File: config.mk
export PLATFORM = sky130hd
export DESIGN_NAME = riscv_rf_wb_arb_flat
export DESIGN_NICKNAME = d
export VERILOG_FILES = /design/src/rtl/riscv_rf_wb_arb_pkg.sv /design/src/rtl/riscv_rf_wb_arb_if.sv /design/src/rtl/riscv_rr_arbiter.sv /design/src/rtl/riscv_rf_wb_arb.sv /design/src/flat_wrapper.sv
export SDC_FILE = /design/constraint.sdc
export NUM_CORES = 1
export LEC_CHECK = 0
export CAP_MARGIN = 10
export CORE_MARGIN = 4
export CORE_UTILIZATION = 46
export CTS_BUF_LIST = sky130_fd_sc_hd__clkbuf_8
export DETAILED_ROUTE_END_ITERATION = 7
export PLACE_DENSITY = 0.89
export SYNTH_ARGS = -nofsm -noshare
export SYNTH_HDL_FRONTEND = slang
export SYNTH_HIERARCHICAL = 1
export SYNTH_SLANG_ARGS = --single-unit
File: constraint.sdc
create_clock -name clk -period 6.8 [get_ports clk]
set_input_delay 2.04 -clock clk [delete_from_list [all_inputs] [get_ports clk]]
set_output_delay 2.04 -clock clk [all_outputs]
set_load 0.03 [all_outputs]
File: src/rtl/riscv_rf_wb_arb_pkg.sv
// rtl/riscv_rf_wb_arb_pkg.sv - shared register-index type, x0 constant and round-robin helper
package riscv_rf_wb_arb_pkg;

  localparam int AR_BITS_DEF = 5;

  typedef logic [AR_BITS_DEF-1:0] reg_idx_t;

  localparam reg_idx_t REG_X0 = '0;

  // Pointer successor after a grant to index g among n requesters.
  function automatic int rr_next(input int g, input int n);
    return (g + 1 >= n) ? 0 : g + 1;
  endfunction

endpackage

File: src/rtl/riscv_rf_wb_arb_if.sv
// rtl/riscv_rf_wb_arb_if.sv - writeback request/acknowledge bundle between requesters and arbiter
interface riscv_rf_wb_arb_if #(
  parameter int XLEN    = 32,
  parameter int AR_BITS = 5,
  parameter int NREQ    = 3
);

  logic [NREQ-1:0]    wb_req;
  logic [AR_BITS-1:0] wb_dst  [NREQ];
  logic [XLEN-1:0]    wb_dstv [NREQ];
  logic [NREQ-1:0]    wb_ack;

  modport master (
    output wb_req,
    output wb_dst,
    output wb_dstv,
    input  wb_ack
  );

  modport slave (
    input  wb_req,
    input  wb_dst,
    input  wb_dstv,
    output wb_ack
  );

endinterface

File: src/rtl/riscv_rr_arbiter.sv
// rtl/riscv_rr_arbiter.sv - combinational round-robin grant starting at a pointer, wrapping modulo NREQ
module riscv_rr_arbiter #(
  parameter int NREQ = 3,
  parameter int PW   = (NREQ > 1) ? $clog2(NREQ) : 1
) (
  input  logic [NREQ-1:0] req_i,
  input  logic [PW-1:0]   ptr_i,
  output logic [NREQ-1:0] gnt_o,
  output logic [PW-1:0]   idx_o,
  output logic            valid_o
);

  int            j;
  logic [PW-1:0] jj;

  always_comb begin
    gnt_o   = '0;
    idx_o   = '0;
    valid_o = 1'b0;
    j       = 0;
    jj      = '0;
    for (int i = 0; i < NREQ; i++) begin
      j  = (int'(ptr_i) + i) % NREQ;
      jj = PW'(j);
      if (!valid_o && req_i[jj]) begin
        valid_o   = 1'b1;
        gnt_o[jj] = 1'b1;
        idx_o     = jj;
      end
    end
  end

endmodule

File: src/rtl/riscv_rf_wb_arb.sv
// rtl/riscv_rf_wb_arb.sv - register-file writeback arbiter with pending-write scoreboard
module riscv_rf_wb_arb
  import riscv_rf_wb_arb_pkg::*;
#(
  parameter int XLEN    = 32,
  parameter int AR_BITS = 5,
  parameter int NREQ    = 3
) (
  input  logic                  clk,
  input  logic                  rstn,
  riscv_rf_wb_arb_if.slave      wb,
  input  logic                  iss_valid,
  input  logic [AR_BITS-1:0]    iss_dst,
  input  logic                  du_stall,
  input  logic                  du_we_rf,
  output logic                  rf_we,
  output logic [AR_BITS-1:0]    rf_dst,
  output logic [XLEN-1:0]       rf_dstv,
  output logic [2**AR_BITS-1:0] sb_busy
);

  localparam int PW   = (NREQ > 1) ? $clog2(NREQ) : 1;
  localparam int NREG = 2**AR_BITS;
  localparam logic [AR_BITS-1:0] X0 = AR_BITS'(REG_X0);

  logic [PW-1:0]      rr_ptr_q, rr_ptr_d;
  logic               rf_we_q, rf_we_d;
  logic [AR_BITS-1:0] rf_dst_q, rf_dst_d;
  logic [XLEN-1:0]    rf_dstv_q, rf_dstv_d;
  logic [NREG-1:0]    busy_q, busy_d;

  logic               hold;
  logic [NREQ-1:0]    gnt;
  logic [PW-1:0]      gidx;
  logic               gvalid;
  logic [AR_BITS-1:0] g_dst;
  logic [XLEN-1:0]    g_dstv;
  logic               g_write;

  // Debug ownership, debug stall and reset all mask requests before arbitration.
  assign hold = du_we_rf | du_stall | ~rstn;

  riscv_rr_arbiter #(.NREQ(NREQ), .PW(PW)) u_arb (
    .req_i   (wb.wb_req & {NREQ{~hold}}),
    .ptr_i   (rr_ptr_q),
    .gnt_o   (gnt),
    .idx_o   (gidx),
    .valid_o (gvalid)
  );

  assign wb.wb_ack = gnt;
  assign g_dst     = wb.wb_dst[gidx];
  assign g_dstv    = wb.wb_dstv[gidx];
  assign g_write   = gvalid && (g_dst != X0);

  always_comb begin
    rr_ptr_d  = gvalid ? PW'(rr_next(int'(gidx), NREQ)) : rr_ptr_q;
    rf_we_d   = g_write;
    rf_dst_d  = g_write ? g_dst  : rf_dst_q;
    rf_dstv_d = g_write ? g_dstv : rf_dstv_q;
    busy_d    = busy_q;
    if (g_write) begin
      busy_d[g_dst] = 1'b0;
    end
    // Applied after the clear so an issue to the same register keeps it pending.
    if (iss_valid && (iss_dst != X0)) begin
      busy_d[iss_dst] = 1'b1;
    end
    busy_d[0] = 1'b0;
  end

  always_ff @(posedge clk or negedge rstn) begin
    if (!rstn) begin
      rr_ptr_q  <= '0;
      rf_we_q   <= 1'b0;
      rf_dst_q  <= '0;
      rf_dstv_q <= '0;
      busy_q    <= '0;
    end else begin
      rr_ptr_q  <= rr_ptr_d;
      rf_we_q   <= rf_we_d;
      rf_dst_q  <= rf_dst_d;
      rf_dstv_q <= rf_dstv_d;
      busy_q    <= busy_d;
    end
  end

  assign rf_we   = rf_we_q;
  assign rf_dst  = rf_dst_q;
  assign rf_dstv = rf_dstv_q;
  assign sb_busy = busy_q;

endmodule
File: src/flat_wrapper.sv
// flat-port wrapper written by rule: the top's interface ports become plain ports
module riscv_rf_wb_arb_flat import riscv_rf_wb_arb_pkg::*;
#(
  parameter int XLEN    = 32,
  parameter int AR_BITS = 5,
  parameter int NREQ    = 3
)
  (clk, rstn, iss_valid, iss_dst, du_stall, du_we_rf, rf_we, rf_dst, rf_dstv, sb_busy, wb_wb_req, wb_wb_dst, wb_wb_dstv, wb_wb_ack);
  riscv_rf_wb_arb_if #(.XLEN(XLEN), .AR_BITS(AR_BITS), .NREQ(NREQ)) wb_i ();
  input  logic clk;
  input  logic rstn;
  input  logic iss_valid;
  input  logic [AR_BITS-1:0] iss_dst;
  input  logic du_stall;
  input  logic du_we_rf;
  output logic rf_we;
  output logic [AR_BITS-1:0] rf_dst;
  output logic [XLEN-1:0] rf_dstv;
  output logic [2**AR_BITS-1:0] sb_busy;
  input wire logic [$bits(wb_i.wb_req)-1:0] wb_wb_req;
  input wire logic [$bits(wb_i.wb_dst)-1:0] wb_wb_dst;
  input wire logic [$bits(wb_i.wb_dstv)-1:0] wb_wb_dstv;
  output wire logic [$bits(wb_i.wb_ack)-1:0] wb_wb_ack;
  assign wb_i.wb_req = wb_wb_req;
  assign wb_i.wb_dst = {>>{wb_wb_dst}};
  assign wb_i.wb_dstv = {>>{wb_wb_dstv}};
  assign wb_wb_ack = wb_i.wb_ack;
  riscv_rf_wb_arb #(.XLEN(XLEN), .AR_BITS(AR_BITS), .NREQ(NREQ)) u_core (.clk(clk), .rstn(rstn), .wb(wb_i), .iss_valid(iss_valid), .iss_dst(iss_dst), .du_stall(du_stall), .du_we_rf(du_we_rf), .rf_we(rf_we), .rf_dst(rf_dst), .rf_dstv(rf_dstv), .sb_busy(sb_busy));
endmodule
==> impl_metrics.yaml, run 1 <==
yosys:
  synthDominantCellAreaShare_pct: 43.5
  synth_area_leaders: "dfrtp_1 (43%), o21ai_0 (12%), mux2_4 (11%), mux2i_1 (9.1%), nand2_1 (4.3%)"
  yosysUniqueCellTypes: 48
  seq_area_frac_synth_pct: 43.5
  synth_common_cells: "o21ai_0 (99), dfrtp_1 (71), nand2_1 (47)"
  syn_area_per_cell_um2: 10.1
  synth_top_area_cell: "dfrtp_1"
  synth_edf_count: 0
  synthFlopType: "dfrtp_1"
  syn_area_mm2: 0.00409
  syn_inst: 403
  async_reset_ff_share_pct: 100
  syn_nets: 531
  synth_warnings: 6
  synth.most_common_cell: "o21ai_0"
  ys_ff_latch: 71
route:
  ant_nets: 0
  routed_wl_um: 13900
  drtIter0Drc: 235
  viasPerCell: 5.74
  firstDrtPassIters: 7
  vias: 4054
  wl_per_cell_um: 19.7
  drc: 1
floorplan:
  die_w_um: 102
  design.die.area_mm2: 0.0105
  pin_count: 197
  die_y_um: 102
  core_mm2: 0.00868
  initial_core_util_pct: 47.1
  row_count: 34
clock_network:
  cts_buffers: 9
  cts-resized-gates: 0
  cts_hold_buffers: 0
  cts_tree: "built"
  cts_setup_buffers: 0
  clk_latency_ns: 0.34
  clk_path_buf_depth: 2
  cts_sinks: 71
  cts-root-buf: "clkbuf_8"
  clk_pin_slew_ns: 0.07
  htree_levels: 3
sta:
  layout_min_cycle_time_ns: 6.55
  tightest_slew_ns: 1.13
  fin_crit_sh_pct: 96.4
  clock.fmax_ghz: 0.153
  relSlewSlack_pct: 24.6
  fin_skew_ns: 0.0105
  hold_viol: 0
  drv_slew: 0
  tns_ns: 0
  grt_setup_unrepaired: "false"
  setup_viol: 0
placement:
  place_congestion: 0.927
  port_buffers: 195
  dp_hpwl_um: 10700
final_layout:
  n_antenna_cell: 0
  nets: 721
  drive_gt1_share_pct: 11.7
  area_growth_pct: 54.2
pwr:
  max-vdd-ir-drop_uv: 308
  p_per_area_mw_per_mm2: 450
  total_power_mw: 2.84
  leakage_nw: 2.45
setup_path:
  critPathMaxStageDelay_ns: 0.69
  cp_top_family: "buffers and inverters"
  cp_num_buf_inv: 2
  start_kind: "input port"
  crit_slowest_cell: "clkdlybuf4s50_1"
  cp.required_ns: 4.76
  crit_path_frequent_cell: "clkdlybuf4s50_1"
  cp-end-kind: "output port"
  crit_arrival_ns: 4.51
  path_max_fanout: 5
  crit_type: "input port to output port"
  cp_cell_sequence: "clkdlybuf4s50_1 -> nor3b_1 -> and2_1 -> nor4bb_1 -> a21o_1 -> a21oi_1 -> o2bb2ai_1 -> clkdlybuf4s50_1"
job:
  maxCapViolCount: 0
global_route:
  first_global_vias: 4069
  grt_pass1_wl_um: 20900
  grt_overflow: 0
  grt_max_degree: 39
  grt_antenna_before_repair: 0
  grt_usage_pct: 25.7
run_status:
  status: "complete, but fails checks"
  violations: "DRC"
hold_path:
  min_path_type: "register to register"
==> cells in the final DEF (no fill, tap or decap), drive strengths merged, types with 6 or more instances in the layout <==
cell / netlist / routed
clkdlybuf4s50: 0 / 194
o21ai: 99 / 99
dfrtp: 71 / 71
nand2: 47 / 47
mux2i: 38 / 38
mux2: 33 / 33
nand3: 19 / 19
clkbuf: 14 / 11
buf: 11 / 10
a21oi: 6 / 6
==> cell families (layout without fill, tap and decap cells) <==
| logic type | Yosys count | count (layout) | share of synthesized area, % |
|---|---|---|---|
| compound gates | 134 | 134 | 19.2 |
| simple gates | 92 | 92 | 10.6 |
| mux | 71 | 71 | 21.2 |
| flops | 71 | 71 | 43.5 |
| buf+inv | 30 | 225 | 4.25 |
| fa+ha+maj | 4 | 4 | 1.22 |
| other cells | 1 | 1 | 0.0917 |
==> metrics by stage <==
stage	util (%)	hold slack, ns	cell area [um^2]	cells	setup WS [ns]
final	72.6	0.507	6300	706	0.248
after global routing	72.6	0.524	6300	706	0.166
after CTS	72.6	0.511	6300	706	0.315
after detailed placement	70.3	0.492	6100	690	0.309
after global placement	70.3	0.486	6100	690	0.533
after floorplan	-	0.537	4090	403	1.35
==> layout make-up <==
type	count	area (um^2)
fillers	616	2370
inverters	5	18.8
flip-flops and latches	71	1780
multi-input cells	302	2150
well taps	108	135
repair buffers	204	2010
clock inverters	5	56.3
clock buffers	11	151
==> routing by layer <==
layer / track usage, % / wire [um] / vias up
li1: - / - / 1839
met1: 31.3 / 5310 / 1946
met2: 43.7 / 6810 / 228
met3: 6.69 / 1400 / 41
met4: 9.89 / 389 / 0
met5: 0 / 0 / -
==> path summary, 6_finish.rpt <==
check                                    from                 end  slack [ns]  depth (start not counted)
setup reg to reg           u_core/rr_ptr_q[1]  u_core/rf_dstv[24]        2.68                         12
hold / removal             u_core/rf_dstv[16]  u_core/rf_dstv[16]        0.51                          1
hold reg to reg            u_core/rf_dstv[16]  u_core/rf_dstv[16]        0.51                          1
max in group asynchronous                rstn  u_core/sb_busy[16]        4.15                          3
setup / recovery                     du_stall        wb_wb_ack[0]        0.25                          8
min in group asynchronous                rstn  u_core/rf_dstv[31]        1.80                          2
==> flip-flops by register name, summed over array words and instances (netlist names) <==
register and count:
u_core/rf_we 1, u_core/rf_dstv 32, u_core/sb_busy 31, u_core/rr_ptr_q 2
u_core/rf_dst 5
==> where the power goes <==
group / switching (mW) / leakage, nW / internal (mW)
Combinational: 0.920 / 1.50 / 0.807
Sequential: 0.129 / 0.846 / 0.639
Clock: 0.156 / 0.105 / 0.189
Total: 1.20 / 2.45 / 1.64
Power figures use the tool's default switching activity.
==> inputs of run 2 (changes only) <==
--- a/config.mk
+++ b/config.mk
@@ -5,7 +5,7 @@
 export SDC_FILE = /design/constraint.sdc
 export NUM_CORES = 1
 export LEC_CHECK = 0
-export CAP_MARGIN = 10
+export CAP_MARGIN = 40
 export CORE_MARGIN = 4
 export CORE_UTILIZATION = 46
 export CTS_BUF_LIST = sky130_fd_sc_hd__clkbuf_8
==> run 2 against run 1 <==
  * The flow now finishes without violations
  * Final cell count unchanged
  * Power is 0.25% higher
  * Final area up 0.16%
  * Via count shrank 0.25%
  * Non-clock buffer count increased by 1
  * Critical path type unchanged
  * Largest cell class unchanged
==> impl_metrics.yaml, run 2 (synthesized netlist as in run 1, its figures left out) <==
setup_path:
  r2r_end: "u_core/rf_dstv[30]"
  r2r_setup_slack_ns: 2.78
  r2r_cells: 13
  cp-end-kind: "output port"
  cp.required_ns: 4.76
  start_kind: "input port"
  critPathMaxStageDelay_ns: 0.69
  crit_type: "input port to output port"
  crit_slowest_cell: "clkdlybuf4s50_1"
  timing.rr.start: "u_core/rr_ptr_q[1]"
  cp_num_buf_inv: 2
  path_max_fanout: 5
  cp_top_family: "buffers and inverters"
  crit_arrival_ns: 4.52
  crit_path_frequent_cell: "clkdlybuf4s50_1"
  cp_cell_sequence: "clkdlybuf4s50_1 -> nor3b_1 -> and2_1 -> nor4bb_1 -> a21o_1 -> a21oi_1 -> o2bb2ai_1 -> clkdlybuf4s50_1"
hold_path:
  min_path_type: "register to register"
  min-delay-start: "u_core/rf_dstv[16]"
  holdPathEnd: "u_core/rf_dstv[16]"
  holdPathStages: 1
floorplan:
  initial_core_util_pct: 47.1
  core_mm2: 0.00868
  row_count: 34
  die_w_um: 102
  die_y_um: 102
  pin_count: 197
  design.die.area_mm2: 0.0105
pwr:
  max-vdd-ir-drop_uv: 303
  p_per_area_mw_per_mm2: 451
  pwr-share-seq_pct: 27.0
  power_frac_clock_pct: 11.7
  p_sw_share_pct: 42.4
  internal_power_mw: 1.64
  p_switching_mw: 1.21
  leakage_nw: 2.46
  combinationalPowerShare_pct: 61.3
final_layout:
  drive_gt1_share_pct: 11.5
  final_cell_mix: "clkdlybuf4s50_1 (194), o21ai_0 (98), dfrtp_1 (71)"
  nets: 722
  n_antenna_cell: 0
  layout.cells.most_common: "clkdlybuf4s50_1"
  area_growth_pct: 54.5
  fin_area_mm2: 0.00631
  largest_register_ffs: 32
global_route:
  grt_overflow: 0
  grt_max_degree: 39
  grt_usage_pct: 25.7
  grt_pass1_wl_um: 20900
  grt_antenna_before_repair: 0
  first_global_vias: 4061
clock_network:
  cts_buffers: 9
  cts_sinks: 71
  clk_path_buf_depth: 2
  clk_latency_ns: 0.34
  htree_levels: 3
  cts_hold_buffers: 0
  cts_setup_buffers: 0
  clk_pin_slew_ns: 0.06
  cts-root-buf: "clkbuf_8"
  cts_tree: "built"
  cts-resized-gates: 0
sta:
  layout_min_cycle_time_ns: 6.56
  grt_setup_unrepaired: "false"
  setup_viol: 0
  drv_slew: 0
  relSlewSlack_pct: 61.6
  tightest_slew_ns: 0.576
  clock.fmax_ghz: 0.152
  setup_ws_ns: 0.238
  tns_ns: 0
  fin_skew_ns: 0.0113
  fin_crit_sh_pct: 96.5
  hold_viol: 0
placement:
  place_ws_ns: 0.329
  placed_area_mm2: 0.00612
  dp_hpwl_um: 10800
  port_buffers: 195
  place_congestion: 0.927
route:
  m1WireLength_um: 5400
  wl_per_cell_um: 19.7
  top_layer: "met4"
  viasPerCell: 5.73
  met3_length_um: 1320
  ant_nets: 0
  wl_met2_um: 6910
  vias: 4044
  firstDrtPassIters: 5
  drtIter0Drc: 232
  drc: 0
  routed_wl_um: 13900
job:
  maxCapViolCount: 0
run_status:
  status: "complete, no violations"
## run 2: per-layer routing
metal / global-route usage [%] / vias up
li1: - / 1837
met1: 31.4 / 1950
met2: 44.0 / 224
met3: 7.44 / 33
met4: 8.07 / 0
met5: 0 / -
## run 2: layout make-up
cell class	count	area (um^2)
multi-input combinational	302	2150
sequential	71	1780
inverter	5	18.8
clock inverter	4	46.3
fill	616	2360
tap	108	135
timing repair buffer	205	2030
clock buffer	11	151
## run 2: how the worst max path moves through the flow
stage | from | endpoint | slack (ns) | depth (start not counted)
2_1_floorplan | du_stall | wb_wb_ack[0] | 1.35 | 6
3_3_place_gp | du_stall | wb_wb_ack[1] | 0.53 | 8
3_5_place_dp | du_stall | wb_wb_ack[0] | 0.33 | 8
4_1_cts | du_stall | wb_wb_ack[0] | 0.34 | 8
5_1_grt | du_stall | wb_wb_ack[0] | 0.09 | 8
6_report | du_stall | wb_wb_ack[0] | 0.24 | 8
## run 2: per-stage QoR
stage	hold slack, ns	util, %	cells	power (mW)
floorplan	0.537	-	403	1.84
global placement	0.486	70.3	690	2.45
detailed placement	0.485	70.5	691	2.50
CTS	0.509	72.8	706	2.85
global route	0.534	72.8	706	2.99
finish	0.506	72.8	706	2.85
## run 2: power by group through the flow
stage / registers (mW) / logic [mW] / clock network, mW
floorplan: 1.16 / 0.676 / 0
global placement: 0.757 / 1.69 / 0
detailed placement: 0.768 / 1.73 / 0
CTS: 0.767 / 1.75 / 0.339
global route: 0.793 / 1.83 / 0.364
finish: 0.769 / 1.74 / 0.334
==> inputs of run 3 (changes only) <==
--- a/config.mk
+++ b/config.mk
@@ -11,6 +11,7 @@
 export CTS_BUF_LIST = sky130_fd_sc_hd__clkbuf_8
 export DETAILED_ROUTE_END_ITERATION = 7
 export PLACE_DENSITY = 0.89
+export RECOVER_POWER = 50
 export SYNTH_ARGS = -nofsm -noshare
 export SYNTH_HDL_FRONTEND = slang
 export SYNTH_HIERARCHICAL = 1
==> run 3 against run 2 <==
  * The flow now finishes with violations (capacitance limit, slew limit)
  * Power shrank 1.4%
  * Critical path depth stayed put
  * Final area is 0.14% lower
  * Global-route usage unchanged
  * Clock skew decreased by 0.00091 ns
  * Clock power barely moved
  * Die area stayed put
  * Sequential power is 0.7% lower
  * Setup slack got worse by 0.013 ns
  * First-iteration DRC count grew 5.6%
  * Utilization decreased by 0.10 points
  * Sequential share of layout area barely moved
  * Critical path type unchanged
  * Largest power group unchanged
  * Highest routed layer is now met5
==> impl_metrics.yaml, run 3 (synthesized netlist as in run 1, its figures left out) <==
floorplan:
  design.die.area_mm2: 0.0105
  initial_core_util_pct: 47.1
  row_count: 34
  core_mm2: 0.00868
  die_y_um: 102
  pin_count: 197
  die_w_um: 102
route:
  drtIter0Drc: 245
  vias: 4026
  wl_per_cell_um: 19.8
  routed_wl_um: 14000
  ant_nets: 0
  firstDrtPassIters: 5
  drc: 0
  viasPerCell: 5.70
setup_path:
  crit_arrival_ns: 4.53
  cp.required_ns: 4.76
  cp-end-kind: "output port"
  crit_type: "input port to output port"
  r2r_cells: 13
  timing.rr.start: "u_core/rr_ptr_q[1]"
  path_max_fanout: 5
  r2r_setup_slack_ns: 2.77
  r2r_end: "u_core/rf_dstv[30]"
  start_kind: "input port"
sta:
  hold_viol: 0
  tns_ns: 0
  setup_ws_ns: 0.225
  setup_viol: 0
  tightest_slew_ns: 1.95
  grt_setup_unrepaired: "false"
  relSlewSlack_pct: -30.3
  fin_skew_ns: 0.0104
  layout_min_cycle_time_ns: 6.57
  fin_crit_sh_pct: 96.7
  clock.fmax_ghz: 0.152
  drv_slew: 74
hold_path:
  holdPathStages: 1
  holdPathEnd: "u_core/rf_dstv[16]"
  min-delay-start: "u_core/rf_dstv[16]"
  min_path_type: "register to register"
clock_network:
  cts_tree: "built"
  htree_levels: 3
  cts-root-buf: "clkbuf_8"
  clk_path_buf_depth: 2
  cts_buffers: 9
  cts_setup_buffers: 0
  cts_hold_buffers: 0
  cts-resized-gates: 0
  cts_sinks: 71
  clk_pin_slew_ns: 0.06
  clk_latency_ns: 0.34
final_layout:
  final_cell_mix: "clkdlybuf4s50_1 (158), o21ai_0 (98), dfrtp_1 (71)"
  n_antenna_cell: 0
  fin_area_mm2: 0.00631
  area_growth_pct: 54.3
  largest_register_ffs: 32
  layout.cells.most_common: "clkdlybuf4s50_1"
  nets: 722
  drive_gt1_share_pct: 11.0
placement:
  port_buffers: 195
  place_congestion: 0.927
  dp_hpwl_um: 10800
  placed_area_mm2: 0.00612
  place_ws_ns: 0.329
global_route:
  first_global_vias: 4061
  grt_antenna_before_repair: 1
  grt_max_degree: 39
  grt_overflow: 0
  grt_pass1_wl_um: 20900
  grt_usage_pct: 25.7
pwr:
  combinationalPowerShare_pct: 60.8
  power_frac_clock_pct: 12.0
  pwr-share-seq_pct: 27.2
  max-vdd-ir-drop_uv: 303
  p_switching_mw: 1.21
  p_per_area_mw_per_mm2: 445
  leakage_nw: 2.47
  internal_power_mw: 1.60
  total_power_mw: 2.81
  p_sw_share_pct: 43.0
job:
  maxCapViolCount: 2
run_status:
  violations: "capacitance limit, slew limit"
  status: "complete, but fails checks"
run 3: cell types whose count changed in the layout (fill, tap and decap cells not counted), sizes merged:
cell           before  now
buf                11    8
clkbuf             11   14
dlygate4sd3         0   36
clkdlybuf4s50     194  158
run 3: area by class of cell:
cell class	count	area, um^2
clock inverter	4	46.3
inverter	5	18.8
fill	617	2370
sequential	71	1780
tap	108	135
clock buffer	11	151
multi-input combinational	302	2150
timing repair buffer	205	2030
run 3: worst max-delay path, stage by stage:
cell,delay [ns]
clkdlybuf4s50_1,0.40
nor3b_1,0.30
and2_1,0.28
nor4bb_1,0.47
a21o_1,0.13
a21oi_1,0.06
o2bb2ai_1,0.17
clkdlybuf4s50_1,0.69
run 3: per-stage QoR:
stage          instances  hold WS (ns)  util [%]
6_report             706         0.500      72.7
5_1_grt              706         0.529      72.7
4_1_cts              706         0.509      72.8
3_5_place_dp         691         0.485      70.5
3_3_place_gp         690         0.486      70.3
2_1_floorplan        403         0.537         -
run 3: worst max path at each step:
stage	from	endpoint	slack (ns)	cells after the start
after detailed placement	du_stall	wb_wb_ack[0]	0.33	8
after CTS	du_stall	wb_wb_ack[0]	0.34	8
after floorplan	du_stall	wb_wb_ack[0]	1.35	6
after global placement	du_stall	wb_wb_ack[1]	0.53	8
final	du_stall	wb_wb_ack[0]	0.23	8
after global routing	du_stall	wb_wb_ack[0]	0.09	8
run 3: power groups by stage:
stage | Sequential [mW] | Clock (mW) | Combinational, mW
final | 0.764 | 0.337 | 1.71
after global routing | 0.788 | 0.364 | 1.79
after CTS | 0.767 | 0.339 | 1.75
after detailed placement | 0.768 | 0 | 1.73
after global placement | 0.757 | 0 | 1.69
after floorplan | 1.16 | 0 | 0.676
run 3: metal layers:
metal	GRT usage, %	routed length [um]	vias to the layer above	part of all wire (%)
met5	0	7	-	0.050
met4	8.07	328	2	2.4
met3	7.44	1400	31	10
met2	44.0	6870	225	49
met1	31.4	5350	1930	38
li1	-	-	1838	-
